===== config.mk =====
export PLATFORM = sky130hd
export DESIGN_NAME = alu_seq
export DESIGN_NICKNAME = d
export VERILOG_FILES = /design/src/rtl/alu_seq.sv
export SDC_FILE = /design/constraint.sdc
export NUM_CORES = 1
export LEC_CHECK = 0
export BUFFER_PORTS_ARGS = -buffer_cell sky130_fd_sc_hd__buf_4
export CAP_MARGIN = 15
export CORE_MARGIN = 2
export CORE_UTILIZATION = 60
export DETAILED_ROUTE_END_ITERATION = 16
export HOLD_SLACK_MARGIN = 0.15
export PLACE_DENSITY = 0.89
export SYNTH_ARGS = -nofsm -noshare
export SYNTH_HDL_FRONTEND = slang
export SYNTH_SLANG_ARGS = --single-unit

===== constraint.sdc =====
create_clock -name clk -period 2.7 [get_ports clk]
set_clock_uncertainty 0.2 [all_clocks]
set_input_delay 0.54 -clock clk [delete_from_list [all_inputs] [get_ports clk]]
set_output_delay 0.54 -clock clk [all_outputs]
set_load 0.01 [all_outputs]

===== src/rtl/alu_seq.sv =====
// alu_seq: multi-cycle EX-stage ALU with a registered result and valid/ready handshake.
// Single-cycle ops (logic, add/sub, shifts, compares) complete with latency 1.
// Optional feature macro: ALU_MULDIV_EN builds the iterative MUL/MULHU/DIVU/REMU
// datapath (radix-2, DATA_WIDTH steps). Without it those opcodes report illegal.
//
// Handshake: an operation is accepted on a rising edge where in_valid && in_ready
// && !flush. A result is consumed on a rising edge where out_valid && out_ready.
// ALUResult/illegal are stable while out_valid && !out_ready. flush drops everything.
module alu_seq #(
  parameter int DATA_WIDTH    = 32,
  parameter int OPCODE_LENGTH = 5
) (
  input  logic                     clk,
  input  logic                     rst_n,
  input  logic                     in_valid,
  output logic                     in_ready,
  input  logic [DATA_WIDTH-1:0]    SrcA,
  input  logic [DATA_WIDTH-1:0]    SrcB,
  input  logic [OPCODE_LENGTH-1:0] Operation,
  input  logic                     flush,
  output logic                     out_valid,
  input  logic                     out_ready,
  output logic [DATA_WIDTH-1:0]    ALUResult,
  output logic                     illegal,
  output logic [1:0]               dbg_state_o
);

  localparam int SHW = $clog2(DATA_WIDTH);

  typedef enum logic [1:0] {
    IDLE = 2'd0,
    BUSY = 2'd1,
    DONE = 2'd2
  } state_e;

  state_e                  state_q;
  logic                    out_valid_q;
  logic                    illegal_q;
  logic [DATA_WIDTH-1:0]   result_q;

  logic                    accept;
  logic [SHW-1:0]          shamt;
  logic [DATA_WIDTH-1:0]   sc_res_d;
  logic                    sc_ill_d;

  assign in_ready    = (state_q == IDLE) || ((state_q == DONE) && out_ready);
  assign accept      = in_valid && in_ready && !flush;
  assign shamt       = SrcB[SHW-1:0];
  assign out_valid   = out_valid_q;
  assign ALUResult   = result_q;
  assign illegal     = illegal_q;
  assign dbg_state_o = state_q;

`ifdef ALU_MULDIV_EN
  localparam int CW = $clog2(DATA_WIDTH + 1);

  // hi/lo hold {accumulator, multiplier} for MUL* and {remainder, quotient} for DIV*.
  logic [CW-1:0]           cnt_q;
  logic [1:0]              md_op_q;
  logic [DATA_WIDTH-1:0]   a_q;
  logic [DATA_WIDTH-1:0]   b_q;
  logic [DATA_WIDTH-1:0]   hi_q;
  logic [DATA_WIDTH-1:0]   lo_q;
  logic [DATA_WIDTH-1:0]   hi_d;
  logic [DATA_WIDTH-1:0]   lo_d;
  logic [DATA_WIDTH-1:0]   md_res_d;
  logic [DATA_WIDTH:0]     mul_sum;
  logic [DATA_WIDTH:0]     rem_sh;
  logic                    start_md;

  // One radix-2 step: shift-add multiply or restoring divide.
  always_comb begin
    mul_sum = {1'b0, hi_q} + (lo_q[0] ? {1'b0, a_q} : '0);
    rem_sh  = {hi_q, lo_q[DATA_WIDTH-1]};
    hi_d    = hi_q;
    lo_d    = lo_q;
    if (!md_op_q[1]) begin
      hi_d = mul_sum[DATA_WIDTH:1];
      lo_d = {mul_sum[0], lo_q[DATA_WIDTH-1:1]};
    end else if (rem_sh >= {1'b0, b_q}) begin
      // Partial remainder is below the divisor afterwards, so the low bits suffice.
      hi_d = rem_sh[DATA_WIDTH-1:0] - b_q;
      lo_d = {lo_q[DATA_WIDTH-2:0], 1'b1};
    end else begin
      hi_d = rem_sh[DATA_WIDTH-1:0];
      lo_d = {lo_q[DATA_WIDTH-2:0], 1'b0};
    end
    // MUL and DIVU take the low half, MULHU and REMU the high half.
    md_res_d = md_op_q[0] ? hi_d : lo_d;
  end
`endif

  // Single-cycle result and opcode decode.
  always_comb begin
    sc_res_d = '0;
    sc_ill_d = 1'b0;
`ifdef ALU_MULDIV_EN
    start_md = 1'b0;
`endif
    case (Operation)
      5'b00000: sc_res_d = SrcA & SrcB;
      5'b00001: sc_res_d = SrcA | SrcB;
      5'b00010: sc_res_d = SrcA + SrcB;
      5'b00011: sc_res_d = SrcA - SrcB;
      5'b00100: sc_res_d = SrcA ^ SrcB;
      5'b00101: sc_res_d = SrcA << shamt;
      5'b00110: sc_res_d = SrcA >> shamt;
      5'b00111: sc_res_d = $signed(SrcA) >>> shamt;
      5'b01000: sc_res_d = {{(DATA_WIDTH-1){1'b0}}, (SrcA == SrcB)};
      5'b01001: sc_res_d = {{(DATA_WIDTH-1){1'b0}}, (SrcA != SrcB)};
      5'b01010: sc_res_d = {{(DATA_WIDTH-1){1'b0}}, ($signed(SrcA) < $signed(SrcB))};
      5'b01011: sc_res_d = {{(DATA_WIDTH-1){1'b0}}, ($signed(SrcA) >= $signed(SrcB))};
      5'b01100: sc_res_d = {{(DATA_WIDTH-1){1'b0}}, (SrcA < SrcB)};
      5'b01101: sc_res_d = {{(DATA_WIDTH-1){1'b0}}, (SrcA >= SrcB)};
`ifdef ALU_MULDIV_EN
      5'b10000, 5'b10001, 5'b10010, 5'b10011: start_md = 1'b1;
`endif
      default:  sc_ill_d = 1'b1;
    endcase
  end

  // Control FSM with registered outputs; flush and reset both return to IDLE.
  always_ff @(posedge clk or negedge rst_n) begin
    if (!rst_n) begin
      state_q     <= IDLE;
      out_valid_q <= 1'b0;
      result_q    <= '0;
      illegal_q   <= 1'b0;
`ifdef ALU_MULDIV_EN
      cnt_q       <= '0;
      md_op_q     <= '0;
      a_q         <= '0;
      b_q         <= '0;
      hi_q        <= '0;
      lo_q        <= '0;
`endif
    end else if (flush) begin
      state_q     <= IDLE;
      out_valid_q <= 1'b0;
`ifdef ALU_MULDIV_EN
      cnt_q       <= '0;
`endif
    end else begin
      case (state_q)
`ifdef ALU_MULDIV_EN
        BUSY: begin
          hi_q  <= hi_d;
          lo_q  <= lo_d;
          cnt_q <= cnt_q - CW'(1);
          if (cnt_q == CW'(1)) begin
            state_q     <= DONE;
            out_valid_q <= 1'b1;
            result_q    <= md_res_d;
            illegal_q   <= 1'b0;
          end
        end
`endif
        default: begin
          // IDLE and DONE share the accept path; DONE first retires its result.
          if ((state_q == DONE) && out_ready) begin
            state_q     <= IDLE;
            out_valid_q <= 1'b0;
          end
          if (accept) begin
`ifdef ALU_MULDIV_EN
            if (start_md) begin
              state_q     <= BUSY;
              out_valid_q <= 1'b0;
              cnt_q       <= CW'(DATA_WIDTH);
              md_op_q     <= Operation[1:0];
              a_q         <= SrcA;
              b_q         <= SrcB;
              hi_q        <= '0;
              lo_q        <= Operation[1] ? SrcA : SrcB;
            end else
`endif
            begin
              state_q     <= DONE;
              out_valid_q <= 1'b1;
              result_q    <= sc_res_d;
              illegal_q   <= sc_ill_d;
            end
          end
        end
      endcase
    end
  end

endmodule


==> results of run 1 <==
through the flow:
step           util (%)  cell area (µm²)  worst slack [ps]  hold WS [ps]
2_1_floorplan         -            10300              -588          44.4
3_3_place_gp       85.4            13700              -708           267
3_5_place_dp       85.4            13700              -867           272
4_1_cts            95.8            15300              -290           202
kinds of logic after synthesis:
family,count (synthesis),synth area share (%)
muxes,133,17.3
and+or+nand+nor,405,18.9
AOI/OAI and AO/OA,472,30.6
buffers and inverters,217,9.03
adders and majority gates,102,13.0
xor gates and xnor gates,28,2.47
DFF,34,8.58
other,1,0.0378
metal layers:
layer  GRT overflow  GRT usage [%]
met1             19           88.3
met5              6           40.0
met2            351            107
met3             15           78.8
met4            239            103
timing repair:
item / 4_1_cts
gates resized for setup: 270
hold buffers: 1
pin swaps: 89
endpoints found under the hold margin: 34
gates cloned: 0
endpoints found under the setup margin: 31
setup buffers: 51
==> results.sh, run 1 <==
export IMPL_cts_root_buf="clkbuf_16"
export IMPL_synthesis_area_um2=9920
export IMPL_hpwl_um=40300
export IMPL_register_area_share_after_synthesis_pct=8.58
export IMPL_die_width_um=133
export IMPL_grt_max_degree=65
export IMPL_via_count_of_the_first_global_routing_pass=19600
export IMPL_flops_latches_synth=34
export IMPL_die_y_um=133
export IMPL_num_rows=46
export IMPL_synth_top_flop_cell="dfrtp_1"
export IMPL_place_gp_congestion=1.27
export IMPL_initial_utilization_pct=62.0
export IMPL_number_of_enable_flip_flop_cells_after_synthesis=0
export IMPL_biggest_area_consumer_among_synthesized_cells="ha_1"
export IMPL_lastStage="5_1_grt"
export IMPL_first_pass_grt_wire_length_um=128000
export IMPL_yosysUniqueCellTypes=83
export IMPL_synthMostInstantiatedCell="nor2_1"
export IMPL_post_synth_most_frequent_cells="152 x nor2_1, 144 x a21oi_1, 110 x nand2_1"
export IMPL_status="did not finish"
export IMPL_synth_area_top_cells="ha_1 13%, dfrtp_1 8.6%, mux2i_1 8.5%"
export IMPL_synthesized_net_count=1568
export IMPL_floorplan_io_pins=111
export IMPL_htreeDepth=2
export IMPL_instance_count_after_placement_with_tap_cells_included=1994
export IMPL_synth_largest_type_area_fraction_pct=12.6
export IMPL_numCtsBuffers=5
export IMPL_overflow=630
export IMPL_error="[ERROR GRT-0116] Global routing finished with congestion. Check the congestion regions in the DRC Viewer."
export IMPL_grt_util_all_layers_pct=92.0
export IMPL_ys_warn_count=0
export IMPL_cts_sink_count=34
export IMPL_ys_async_sr_fraction_pct=100
export IMPL_post_synth_cell_area_avg_um2=7.12
export IMPL_ctsLongestPathBuffers=2
export IMPL_postSynthCellCount=1392
export IMPL_port_buffers=109
==> run 2: changes to the inputs <==
- CORE_UTILIZATION: 60 -> 40
- HOLD_SLACK_MARGIN: 0.15 -> default
- PLACE_DENSITY: 0.89 -> default
- PLACE_DENSITY_LB_ADDON: default -> 0.15
==> run 2 against run 1 <==
  * The flow now finishes, with violations (negative setup slack)
  * Synthesized area unchanged
  * Synthesized cell count unchanged
==> results.sh, run 2 <==
export IMPL_post_synth_most_frequent_cells="152 x nor2_1, 144 x a21oi_1, 110 x nand2_1"
export IMPL_mostFrequentLayoutCell="buf_4"
export IMPL_worst_slew_margin_rel_pct=52.9
export IMPL_status="finished, violations left"
export IMPL_largest_reg_flops=32
export IMPL_ys_warn_count=0
export IMPL_cts_root_buf="clkbuf_16"
export IMPL_routedWlPerCell_um=25.7
export IMPL_timing_setup_critical_path_class="in2reg"
export IMPL_yosysUniqueCellTypes=83
export IMPL_routed_antenna_nets=0
export IMPL_power_leakage_nw=7.84
export IMPL_timing_final_setup_violations=29
export IMPL_drt_first_pass_iters=5
export IMPL_routed_via_density=6.23
export IMPL_port_buffers=109
export IMPL_place_gp_congestion=1.07
export IMPL_flow_area_growth_from_synthesis_pct=77.1
export IMPL_most_common_layout_cells="565 x buf_4, 130 x nor2_1, 104 x nand2_1, 94 x a21oi_1"
export IMPL_grt_util_all_layers_pct=41.4
export IMPL_die_y_um=161
export IMPL_instance_count_after_placement_with_tap_cells_included=2171
export IMPL_register_area_share_after_synthesis_pct=8.58
export IMPL_timing_final_max_slew_violations=0
export IMPL_overflow=0
export IMPL_setup_slack_ps=-378
export IMPL_core_area_um2=24300
export IMPL_ctsLongestPathBuffers=2
export IMPL_period_needed_ps=3080
export IMPL_post_route_drc_count=0
export IMPL_rsz_0062_raised_after_global_routing="true"
export IMPL_power_density_nw_per_um2=278
export IMPL_diodes=0
export IMPL_grt_max_degree=80
export IMPL_via_count_of_the_first_global_routing_pass=13400
export IMPL_initial_utilization_pct=40.8
export IMPL_final_design_area_no_fill_um2=17600
export IMPL_clock_insertion_delay_worst_skew_ps=280
export IMPL_cp_data_required_time_ps=2660
export IMPL_hp_class="in2async"
export IMPL_synth_largest_type_area_fraction_pct=12.6
export IMPL_final_period_utilization_pct=114
export IMPL_cap_violations=0
export IMPL_biggest_area_consumer_among_synthesized_cells="ha_1"
export IMPL_synthesis_area_um2=9920
export IMPL_ys_async_sr_fraction_pct=100
export IMPL_place_area_um2=14300
export IMPL_layoutNonFillerInstCount=2260
export IMPL_htreeDepth=2
export IMPL_synth_area_top_cells="ha_1 13%, dfrtp_1 8.6%, mux2i_1 8.5%"
export IMPL_max_freq_mhz=325
export IMPL_first_iter_violations=1745
export IMPL_first_pass_grt_wire_length_um=82000
export IMPL_hpwl_um=42700
export IMPL_cts_tree="done"
export IMPL_tightestPinTransition_ps=697
export IMPL_power_w=0.00489
export IMPL_dieArea_um2=26100
export IMPL_final_nets=2112
export IMPL_flops_latches_synth=34
export IMPL_floorplan_io_pins=111
export IMPL_finalHoldViolations=0
export IMPL_cp_arrival_ps=3040
export IMPL_postSynthCellCount=1392
export IMPL_antenna_found_initial=0
export IMPL_postRouteWirelength_um=58100
export IMPL_failed_checks="negative setup slack"
export IMPL_cts_sink_count=34
export IMPL_critical_path_peak_fanout=2
export IMPL_post_synth_cell_area_avg_um2=7.12
export IMPL_clkTransAtPathRegs_ps=60
export IMPL_synthMostInstantiatedCell="nor2_1"
export IMPL_dr_total_vias=14100
export IMPL_drive_gt1_share_pct=52.3
export IMPL_die_width_um=161
export IMPL_crit_path_start_kind="input pin"
export IMPL_synth_top_flop_cell="dfrtp_1"
export IMPL_synthesized_net_count=1568
export IMPL_max_vdd_ir_drop_v=0.000223
export IMPL_number_of_enable_flip_flop_cells_after_synthesis=0
export IMPL_cp_end_kind="register"
export IMPL_numCtsBuffers=5
export IMPL_num_rows=57
==> run 2: metal layers <==
layer / global-route usage, % / wire [µm] / share of wire [%]
met5: 0 / 0 / 0
met4: 20.2 / 3830 / 6.6
met3: 5.44 / 4800 / 8.3
met2: 68.3 / 26700 / 46
met1: 53.3 / 22800 / 39
==> run 2: cells by family after synthesis <==
| kind of cell | Yosys count | synth area share (%) |
|---|---|---|
| adders and majority gates | 102 | 13.0 |
| other | 1 | 0.0378 |
| DFF | 34 | 8.58 |
| buffers and inverters | 217 | 9.03 |
| and+or+nand+nor | 405 | 18.9 |
| AOI/OAI and AO/OA | 472 | 30.6 |
| muxes | 133 | 17.3 |
| xor gates and xnor gates | 28 | 2.47 |
==> run 2: report_power, final <==
part	switching, W	total [W]	internal, W
Clock	0.000228	0.000684	0.000456
Sequential	0.0000341	0.000580	0.000546
Combinational	0.00192	0.00363	0.00171
==> run 2: per-stage QoR <==
step	utilization, %	setup TNS, ps	worst slack, ps	hold slack (ps)
after floorplan	-	-8770	-588	44.4
after global placement	58.9	-19870	-937	271
after detailed placement	58.9	-20950	-944	278
after CTS	67.9	-3390	-403	31.7
after global routing	72.2	-7690	-445	53.4
final	72.2	-5700	-378	22.0
==> run 2: final cells by class <==
cell class                 instances  area, µm²
clock buffer                       6        139
clock inverter                     1       30.0
fill                            1887       6760
inverter                         101        460
multi-input combinational       1141      10100
sequential                        34        851
tap                              324        405
timing repair buffer             653       5540
==> run 2: what timing repair did <==
item / in CTS / in global routing
gates cloned: 4 / 4
setup endpoints to repair: 32 / 32
setup buffers: 48 / 34
pin swaps: 128 / 115
hold buffers: 0 / 0
gates resized for setup: 337 / 181
==> run 2: worst paths after layout <==
check                                            from  slack (ps)                    endpoint  cells past startpoint
max                                          SrcA[27]        -380    ALUResult[0]$_DFFE_PN0P_                     12
min                                             rst_n          20   ALUResult[29]$_DFFE_PN0P_                      1
max reg2reg                dbg_state_o[1]$_DFFE_PN0P_         320   ALUResult[12]$_DFFE_PN0P_                      9
min reg2reg                  ALUResult[5]$_DFFE_PN0P_         280    ALUResult[5]$_DFFE_PN0P_                      2
max in group asynchronous                       rst_n        1930   ALUResult[16]$_DFFE_PN0P_                      1
min in group clk                                flush         220  dbg_state_o[1]$_DFFE_PN0P_                      2
==> run 2: worst max-delay path: stages <==
cell       delay (ps)
buf_8             100
inv_6              60
ha_4              190
or3_4             410
nor4_4            170
buf_6             170
nand4_4            90
nor4b_4           390
xnor2_2           120
a2111oi_4         480
o211a_1           240
mux2i_1            70
No activity file was read; power rests on OpenSTA's default activity.
